`config.mk`:
```
export PLATFORM = sky130hd
export DESIGN_NAME = sysid_verify
export DESIGN_NICKNAME = d
export VERILOG_FILES = /design/src/rtl/sysid_pkg.sv /design/src/rtl/avmm_read_seq.sv /design/src/rtl/sysid_verify.sv
export SDC_FILE = /design/constraint.sdc
export NUM_CORES = 1
export LEC_CHECK = 0
export ABC_AREA = 1
export CAP_MARGIN = 0
export CORE_ASPECT_RATIO = 2
export CORE_MARGIN = 3
export CORE_UTILIZATION = 50
export CTS_CLUSTER_SIZE = 12
export DETAILED_ROUTE_END_ITERATION = 8
export HOLD_SLACK_MARGIN = 0.08
export PLACE_DENSITY_LB_ADDON = 0.15
export SYNTH_ARGS = -nofsm -noshare
export SYNTH_HDL_FRONTEND = slang
export SYNTH_HIERARCHICAL = 1
export SYNTH_SLANG_ARGS = --single-unit
```
`constraint.sdc`:
```
create_clock -name clock -period 2.6 [get_ports clock]
set_input_delay 0.52 -clock clock [delete_from_list [all_inputs] [get_ports clock]]
set_output_delay 0.52 -clock clock [all_outputs]
set_load 0.02 [all_outputs]
```
`src/rtl/sysid_pkg.sv`:
```
// sysid_pkg: shared FSM states, fail codes and sysid slave address map.
package sysid_pkg;
  typedef enum logic [2:0] {IDLE, RD_ID, LAT_ID, RD_TS, LAT_TS, CHECK, DONE} state_t;
  localparam logic [1:0] FC_NONE    = 2'b00;
  localparam logic [1:0] FC_ID      = 2'b01;
  localparam logic [1:0] FC_TS      = 2'b10;
  localparam logic [1:0] FC_TIMEOUT = 2'b11;
  localparam logic ADDR_ID = 1'b0;
  localparam logic ADDR_TS = 1'b1;
endpackage

```
`src/rtl/avmm_read_seq.sv`:
```
// avmm_read_seq: issues one Avalon-MM read, times read latency and waitrequest stalls.
// Ports: issue/addr start a read; av_read/av_address drive the bus; av_waitrequest stalls it;
// capture marks the cycle readdata is valid; timeout fires on the last allowed stall cycle.
module avmm_read_seq #(
  parameter int unsigned READ_LATENCY   = 1,
  parameter int unsigned TIMEOUT_CYCLES = 255
) (
  input  logic clock,
  input  logic reset_n,
  input  logic issue,
  input  logic addr,
  input  logic av_waitrequest,
  output logic av_read,
  output logic av_address,
  output logic capture,
  output logic timeout
);
  logic [15:0] wait_cnt;
  logic [2:0]  lat_cnt;
  logic        lat;
  logic        accept;
  assign accept  = av_read && !av_waitrequest;
  assign timeout = av_read && av_waitrequest && wait_cnt == 16'(TIMEOUT_CYCLES - 1);
  // zero latency: data is valid in the accept cycle itself
  assign capture = READ_LATENCY == 0 ? accept : lat && lat_cnt == 3'(READ_LATENCY);
  always_ff @(posedge clock or negedge reset_n) begin
    if (!reset_n) begin
      av_read    <= 1'b0;
      av_address <= 1'b0;
      wait_cnt   <= '0;
      lat        <= 1'b0;
      lat_cnt    <= '0;
    end else begin
      if (issue) begin
        av_read    <= 1'b1;
        av_address <= addr;
        wait_cnt   <= '0;
      end else if (accept || timeout) begin
        av_read  <= 1'b0;
        wait_cnt <= '0;
      end else if (av_read) begin
        wait_cnt <= wait_cnt + 16'd1;
      end
      if (accept && READ_LATENCY != 0) begin
        lat     <= 1'b1;
        lat_cnt <= 3'd1;
      end else if (capture) begin
        lat <= 1'b0;
      end else if (lat) begin
        lat_cnt <= lat_cnt + 3'd1;
      end
    end
  end
endmodule

```
`src/rtl/sysid_verify.sv`:
```
// sysid_verify: reads the sysid ID and timestamp words and checks them against expected values.
// Ports: start re-runs a check from DONE; av_* is the Avalon-MM read master;
// done/pass/fail/fail_code report the result; id_value/ts_value hold the last captured words.
module sysid_verify
  import sysid_pkg::*;
#(
  parameter logic [31:0] EXPECTED_ID        = 32'd0,
  parameter logic [31:0] EXPECTED_TIMESTAMP = 32'd1396564150,
  parameter int unsigned READ_LATENCY       = 1,
  parameter int unsigned MAX_RETRIES        = 3,
  parameter int unsigned TIMEOUT_CYCLES     = 255
) (
  input  logic        clock,
  input  logic        reset_n,
  input  logic        start,
  output logic        av_address,
  output logic        av_read,
  input  logic        av_waitrequest,
  input  logic [31:0] av_readdata,
  output logic        done,
  output logic        pass,
  output logic        fail,
  output logic [1:0]  fail_code,
  output logic [31:0] id_value,
  output logic [31:0] ts_value
);
  state_t     state;
  logic [3:0] retries;
  logic       capture, timeout, issue, retry, id_phase, id_bad, ts_bad;
  assign id_phase = state == RD_ID || state == LAT_ID;
  assign id_bad   = id_value != EXPECTED_ID;
  assign ts_bad   = ts_value != EXPECTED_TIMESTAMP;
  assign retry    = state == CHECK && (id_bad || ts_bad) && retries < 4'(MAX_RETRIES);
  // a new read starts on leaving IDLE, on a retry, and right after the ID word lands
  assign issue    = state == IDLE || retry || (id_phase && capture);
  avmm_read_seq #(
    .READ_LATENCY  (READ_LATENCY),
    .TIMEOUT_CYCLES(TIMEOUT_CYCLES)
  ) u_seq (
    .clock         (clock),
    .reset_n       (reset_n),
    .issue         (issue),
    .addr          (id_phase ? ADDR_TS : ADDR_ID),
    .av_waitrequest(av_waitrequest),
    .av_read       (av_read),
    .av_address    (av_address),
    .capture       (capture),
    .timeout       (timeout)
  );
  always_ff @(posedge clock or negedge reset_n) begin
    if (!reset_n) begin
      state     <= IDLE;
      retries   <= '0;
      done      <= 1'b0;
      pass      <= 1'b0;
      fail      <= 1'b0;
      fail_code <= FC_NONE;
      id_value  <= '0;
      ts_value  <= '0;
    end else begin
      case (state)
        IDLE: begin
          state   <= RD_ID;
          retries <= '0;
        end
        RD_ID, LAT_ID, RD_TS, LAT_TS: begin
          if (timeout) begin
            state     <= DONE;
            done      <= 1'b1;
            fail      <= 1'b1;
            fail_code <= FC_TIMEOUT;
          end else if (capture) begin
            if (id_phase) id_value <= av_readdata;
            else ts_value <= av_readdata;
            state <= id_phase ? RD_TS : CHECK;
          end else if ((state == RD_ID || state == RD_TS) && !av_waitrequest) begin
            state <= id_phase ? LAT_ID : LAT_TS;
          end
        end
        CHECK: begin
          if (!id_bad && !ts_bad) begin
            state     <= DONE;
            done      <= 1'b1;
            pass      <= 1'b1;
            fail_code <= FC_NONE;
          end else if (retry) begin
            state   <= RD_ID;
            retries <= retries + 4'd1;
          end else begin
            state     <= DONE;
            done      <= 1'b1;
            fail      <= 1'b1;
            fail_code <= id_bad ? FC_ID : FC_TS;
          end
        end
        DONE: begin
          if (start) begin
            state     <= IDLE;
            done      <= 1'b0;
            pass      <= 1'b0;
            fail      <= 1'b0;
            fail_code <= FC_NONE;
          end
        end
        default: state <= IDLE;
      endcase
    end
  end
endmodule

```
==> flow_summary.json <==
{
  "synth_ff_type": "dfrtp_1",
  "dp_hpwl_mm": 9.13,
  "globalRouteOverflowTotal": 0,
  "initial_utilization": 0.517,
  "area_growth_syn_to_layout_pct": 32.6,
  "post-route-worst-setup-slack_ns": 0.337,
  "required_ns": 2.88,
  "remaining_routing_drc_violations": 0,
  "dr.first_iter.drc_count": 195,
  "leakagePower_uw": 0.00301,
  "rr_startpoint": "ts_value[27]$_DFFE_PN0P_",
  "cp_common_cell": "nand2_1",
  "crit_path_max_fanout": 7,
  "synth-async-reset-ratio": 1.00,
  "num_rows": 49,
  "critical_path.endpoint_type": "register",
  "cap_viol_max_count": 0,
  "final-hold-violation-count": 0,
  "power-per-cell-area_nw_per_um2": 1250,
  "antenna_found_initial": 0,
  "maxSlewHeadroom": 0.640,
  "grt_pass1_wl_mm": 19.3,
  "clock_path_buffers": 2,
  "cts.repair_timing.setup_buffer_count": 0,
  "timing.final.max_slew_violations": 0,
  "design.die.area_um2": 10600,
  "timing.final.crit_share": 0.870,
  "route.detailed.wl_per_inst_um": 14.8,
  "synth.yosys.warnings": 6,
  "yosys_register_bits": 98,
  "drive_above_1_share": 0.0758,
  "mostFrequentLayoutCell": "nand2_1",
  "timing.critical_path.arrival_ns": 2.54,
  "htree_levels": 3,
  "final.min_clock_period_ns": 2.26,
  "pre_cts_slack_ns": 0.151,
  "ys_types": 39,
  "fp.coreArea_um2": 9070,
  "rsz0062_at_grt": "false",
  "final_antenna_net_count": 0,
  "tritoncts.num_buffers": 9,
  "path_cells": "nor2_1, nand2_1, nor2_2, nand2_1, nor2_1, nand2_1, nand3_4, nand2_4, inv_1, nand2_2, nor2_1, nand3_2, inv_1, nand3_1, nand2_1",
  "first_global_vias": 4032,
  "cp_slowest_cell": "dfrtp_1",
  "route.vias.total": 4066,
  "n_antenna_cell": 0,
  "postRouteWirelength_mm": 11.9,
  "drtPass1Iterations": 4,
  "io_buffer_count": 106,
  "startpoint_type": "register",
  "hold_class": "primary input to async pin",
  "placer_s_final_routability_congestion_estimate": 0.830,
  "postSynthCellCount": 585,
  "clock-root-buffer": "clkbuf_16",
  "setup.worst_path.start": "ts_value[27]$_DFFE_PN0P_",
  "fp.dieH_um": 143,
  "finalNetCount": 736,
  "worst_pin_slew_ns": 0.540,
  "report.final.setup_viol": 0,
  "finalSetupTns_ns": 0,
  "avgViaCountPerCell": 5.08,
  "mappedNetlistNets": 626,
  "clock_skew_ns": 0.00440,
  "num_io_pins": 107,
  "number_of_flops_mapped_to_enable_cells_by_yosys": 0,
  "syn_area_um2": 4690,
  "detailed_place.area_um2": 5880,
  "synth_seq_area_share": 0.523,
  "mapped_avg_cell_area_um2": 8.01,
  "clk-insertion-delay-late_ns": 0.34,
  "cts_sinks": 98,
  "fill_cells": 765,
  "cts_tree": "built",
  "post-route-cell-area_um2": 6220,
  "outcome": "complete, no violations",
  "critical_path_class": "register to register",
  "achievable-frequency_mhz": 442,
  "globalRouteTotalUtil": 0.239,
  "clkTransAtPathRegs_ns": 0.06,
  "max-vdd-ir-drop_mv": 0.867,
  "layout_common_cells": "170 x nand2_1, 105 x clkdlybuf4s50_1, 98 x dfrtp_1",
  "die_width_um": 74.5,
  "pin_count_of_the_biggest_net_entering_global_routing": 65,
  "slowest_delay_ns": 0.40
}
==> per-stage QoR <==
step           hold WS, ns  power [uW]  cells   util
2_1_floorplan        0.224        4800    585      -
3_3_place_gp         0.456        6320    786  0.649
3_5_place_dp         0.468        6410    786  0.649
4_1_cts              0.173        7830    801  0.683
5_1_grt              0.192        8370    801  0.685
6_report             0.158        7780    801  0.685
==> kinds of logic (layout without fill, tap and decap cells) <==
family                     Yosys count  count (layout)  synth area share
AOI/OAI and AO/OA                   93              93             0.110
xor gates and xnor gates             3               3           0.00561
adders and majority gates            5               5            0.0133
buffers and inverters               89             203            0.0737
DFF                                 98              98             0.523
muxes                                2               2           0.00454
and+or+nand+nor                    295             295             0.270
==> Yosys cell counts, types with 2 or more instances <==
master | n | share of area
dfrtp_1 | 98 | 0.52
nand3_1 | 20 | 0.021
nor2_4 | 2 | 0.0048
nor2_1 | 73 | 0.058
o21bai_1 | 4 | 0.0064
inv_2 | 4 | 0.0032
o21ai_1 | 12 | 0.013
o22ai_1 | 2 | 0.0027
nor2_2 | 5 | 0.0067
nand4_1 | 6 | 0.0080
buf_2 | 8 | 0.0085
ha_1 | 5 | 0.013
clkbuf_1 | 4 | 0.0032
xor2_1 | 2 | 0.0037
o21ai_0 | 67 | 0.072
nand2_4 | 4 | 0.0096
nand2_1 | 171 | 0.14
inv_1 | 72 | 0.058
nor3_1 | 4 | 0.0043
nand2_2 | 3 | 0.0040
==> repair_timing <==
| action | 4_1_cts | 5_1_grt |
|---|---|---|
| setup endpoints to repair | 0 | 16 |
| resized for setup | 0 | 7 |
| hold buffers | 0 | 0 |
==> state kept, by name, indices dropped and copies added, names as in the netlist <==
| register | count |
|---|---|
| u_seq/av_address | 1 |
| pass | 1 |
| u_seq/wait_cnt | 16 |
| u_seq/av_read | 1 |
| u_seq/lat_cnt | 3 |
| u_seq/lat | 1 |
| done | 1 |
| ts_value | 32 |
| id_value | 32 |
| fail_code | 2 |
| retries | 4 |
| fail | 1 |
| state | 3 |
==> critical path: cells and delay by family (launching register included) <==
family                 cells  cell delay [ns]
buffers and inverters      2             0.24
DFF                        1             0.40
and+or+nand+nor           13             1.54
==> metal layers <==
| metal | up-vias | track usage | share of wire |
|---|---|---|---|
| met1 | 1897 | 0.245 | 0.35 |
| met3 | 19 | 0.0740 | 0.055 |
| met5 | - | 0 | 0 |
| met4 | 0 | 0.0947 | 0.025 |
| li1 | 2051 | - | - |
| met2 | 99 | 0.436 | 0.57 |
==> report_power, final <==
part	internal [uW]	switching, uW
sequential	2120	486
clock	836	546
combinational	1600	2190
total	4560	3220
==> worst paths after layout <==
kind	to	slack [ns]	depth (start not counted)
min in group clock	fail$_DFFE_PN0P_	0.48	2
hold reg to reg	fail$_DFFE_PN0P_	0.48	2
max in group asynchronous	id_value[10]$_DFFE_PN0P_	1.74	2
hold / removal	u_seq/wait_cnt[7]$_DFFE_PN0P_	0.16	1
setup reg to reg	u_seq/wait_cnt[9]$_DFFE_PN0P_	0.34	15
setup / recovery	u_seq/wait_cnt[9]$_DFFE_PN0P_	0.34	15
==> final cells by class <==
cell class              instances  area [um^2]  share of cell area
clock buffers                  10          229              0.0368
clock inverters                 5         80.1              0.0129
inverters                      76          285              0.0459
multi-input cells             398         1910               0.308
flip-flops and latches         98         2450               0.395
well taps                     102          128              0.0205
repair buffers                112         1130               0.182
(Power assumes the default switching activity.)
==> patch, RTL diff (same flow settings) <==
The parameter `EXPECTED_TIMESTAMP` goes from 32'd1396564150 to 32'd1073741824.
--- a/src/rtl/sysid_verify.sv
+++ b/src/rtl/sysid_verify.sv
@@ -6,5 +6,5 @@
 #(
   parameter logic [31:0] EXPECTED_ID        = 32'd0,
-  parameter logic [31:0] EXPECTED_TIMESTAMP = 32'd1396564150,
+  parameter logic [31:0] EXPECTED_TIMESTAMP = 32'd1073741824,
   parameter int unsigned READ_LATENCY       = 1,
   parameter int unsigned MAX_RETRIES        = 3,
Function: changed (a bounded check fails within 10 cycles, from zero or initial values and one cycle with reset_n low).
==> patch against the original RTL <==
- wire length rose by 7.5%
- sequential power decreased by 2%
- critical path depth unchanged
- total power is 1.6% lower
- critical path type unchanged
- sequential cell count did not move
- design area increased by 1.6%
- synthesized area is 1.7% higher
- worst setup slack better by 0.0042 ns
==> patch: results (changes against the original RTL) <==
grt_use_total_pct: 25.66  # was 23.94%
path_clk_slew_ns: 0.07
cts-root-buf: "clkbuf_16"  # unchanged
drt_first_iter_violations: 228  # was 195
grt_max_degree: 65  # unchanged
antenna_found_initial: 0  # unchanged
yosys_warnings: 6  # unchanged
synth_cells: 625  # was 585
place_hpwl_um: 9821  # was 9130 um
vdd_drop_max_mv: 0.9059  # was 0.8674 mV
reg.largest.list: "id_value: 32 flops, ts_value: 32 flops, u_seq/wait_cnt: 16 flops"  # unchanged
n_antenna_cell: 0  # unchanged
placedCellCount: 826  # was 786
grt_pass1_wl_um: 20950  # was 19,260 um
insertion_delay_ns: 0.34  # about the same
first_pass_iters: 4  # unchanged
async_flop_share_pct: 100.0  # unchanged
routed_wl_um: 12770  # was 11,880 um
htreeDepth: 3  # unchanged
drive_gt1_share_pct: 6.892  # was 7.582%
yosysUniqueCellTypes: 30  # was 39
yosys-top-cells-count: "nand2_1, dfrtp_1, nor2_1"  # unchanged
status: "completed"  # unchanged
fin_nets: 776  # was 736
cts.path.max_buffers: 2  # unchanged
power_leakage_uw: 0.003095  # was 0.003011 uW
post_cts_buffers: 0  # unchanged
gp_congestion: 0.8490  # was 0.8296
setup_viol: 0  # unchanged
synthFlopType: "dfrtp_1"  # unchanged
crit_arrival_ns: 2.49  # was 2.54 ns
synthesis.nets: 666  # was 626
yosysSeqAreaShare_pct: 51.44  # was 52.31%
dr_total_vias: 4365  # was 4,066
port_buffers: 106  # unchanged
place_ws_ns: 0.1276  # was 0.1507 ns
finClkSkew_ns: 0.009565  # was 0.004403 ns
stdcell_count: 842  # was 801
yosys-top-cells-area: "dfrtp_1, nand2_1, o21ai_0"  # unchanged
cts_buffers: 9  # unchanged
path_max_fanout: 11  # was 7
hp-class: "in2async"  # unchanged
worst_pin_slew_ns: 0.5709  # was 0.5405 ns
grt_pass1_vias: 4623  # was 4,032
## patch: routing by layer
layer  track usage [%]  vias to the layer above  routed length [um]
li1                  -                     2160                   -
met1             24.08                     2049                4262
met4             13.32                        0                 561
met2             47.93                      118                7183
met3             7.029                       38                 763
met5                 0                        -                   0
## patch: through the flow
stage	power (uW)	hold slack (ns)	util [%]	area, um2
floorplan	4625	0.2244	-	4767
global placement	6141	0.4702	65.44	5978
detailed placement	6240	0.4656	65.44	5978
CTS	7706	0.1821	68.96	6300
global route	8203	0.2044	69.13	6315
finish	7652	0.1611	69.13	6315
## patch: final cells by class
cell class                      count  area, um2
Sequential cell                    98       2452
Timing Repair Buffer              112       1141
Tap cell                          102      127.6
Clock inverter                      4      75.07
Fill cell                         756       2820
Inverter                           92      345.3
Multi-Input combinational cell    422       1927
Clock buffer                       12      246.5
## patch: worst paths after layout
kind / from / endpoint / slack (ns) / cells after the start
worst max-delay path: id_value[9]$_DFFE_PN0P_ / u_seq/wait_cnt[7]$_DFFE_PN0P_ / 0.34 / 15
worst min-delay path: reset_n / u_seq/wait_cnt[9]$_DFFE_PN0P_ / 0.16 / 1
worst max register to register: id_value[9]$_DFFE_PN0P_ / u_seq/wait_cnt[7]$_DFFE_PN0P_ / 0.34 / 15
worst min register to register: u_seq/av_address$_DFFE_PN0P_ / u_seq/av_address$_DFFE_PN0P_ / 0.48 / 2
max in group asynchronous: reset_n / id_value[15]$_DFFE_PN0P_ / 1.75 / 2
min in group clock: u_seq/av_address$_DFFE_PN0P_ / u_seq/av_address$_DFFE_PN0P_ / 0.48 / 2
## patch: logic make-up (layout without fill, tap and decap cells)
family / Yosys count / in the layout / share of synthesized area [%]
flops: 98 / 98 / 51.44
compound gates: 96 / 96 / 10.89
fa+ha+maj: 5 / 5 / 1.312
buf+inv: 105 / 220 / 8.451
simple gates: 317 / 317 / 27.11
xor+xnor: 3 / 3 / 0.5513
mux: 1 / 1 / 0.2362
## patch: repair_timing
action                                  CTS  global route
hold endpoints to repair                  0             0
endpoints found under the setup margin    0            17
resized for setup                         0             6
## patch: critical path, cell delays in order (launching register included)
cell and delay [ns]:
dfrtp_1 0.40, nor2_1 0.14, nand2_1 0.07, nor2_1 0.13, nand2_1 0.12, nor2_2 0.13
nand2_1 0.08, nand3_2 0.12, nand2_2 0.10, inv_2 0.09, nand2_1 0.12, nor2_2 0.18
buf_4 0.21, nor2_1 0.06, o21ai_0 0.13, nor2_1 0.05
## patch: power breakdown
group	total, uW	leakage [uW]	switching [uW]	internal (uW)
Combinational	3660	0.00168	2140	1520
Clock	1420	0.000149	553	870
Sequential	2570	0.00126	482	2090
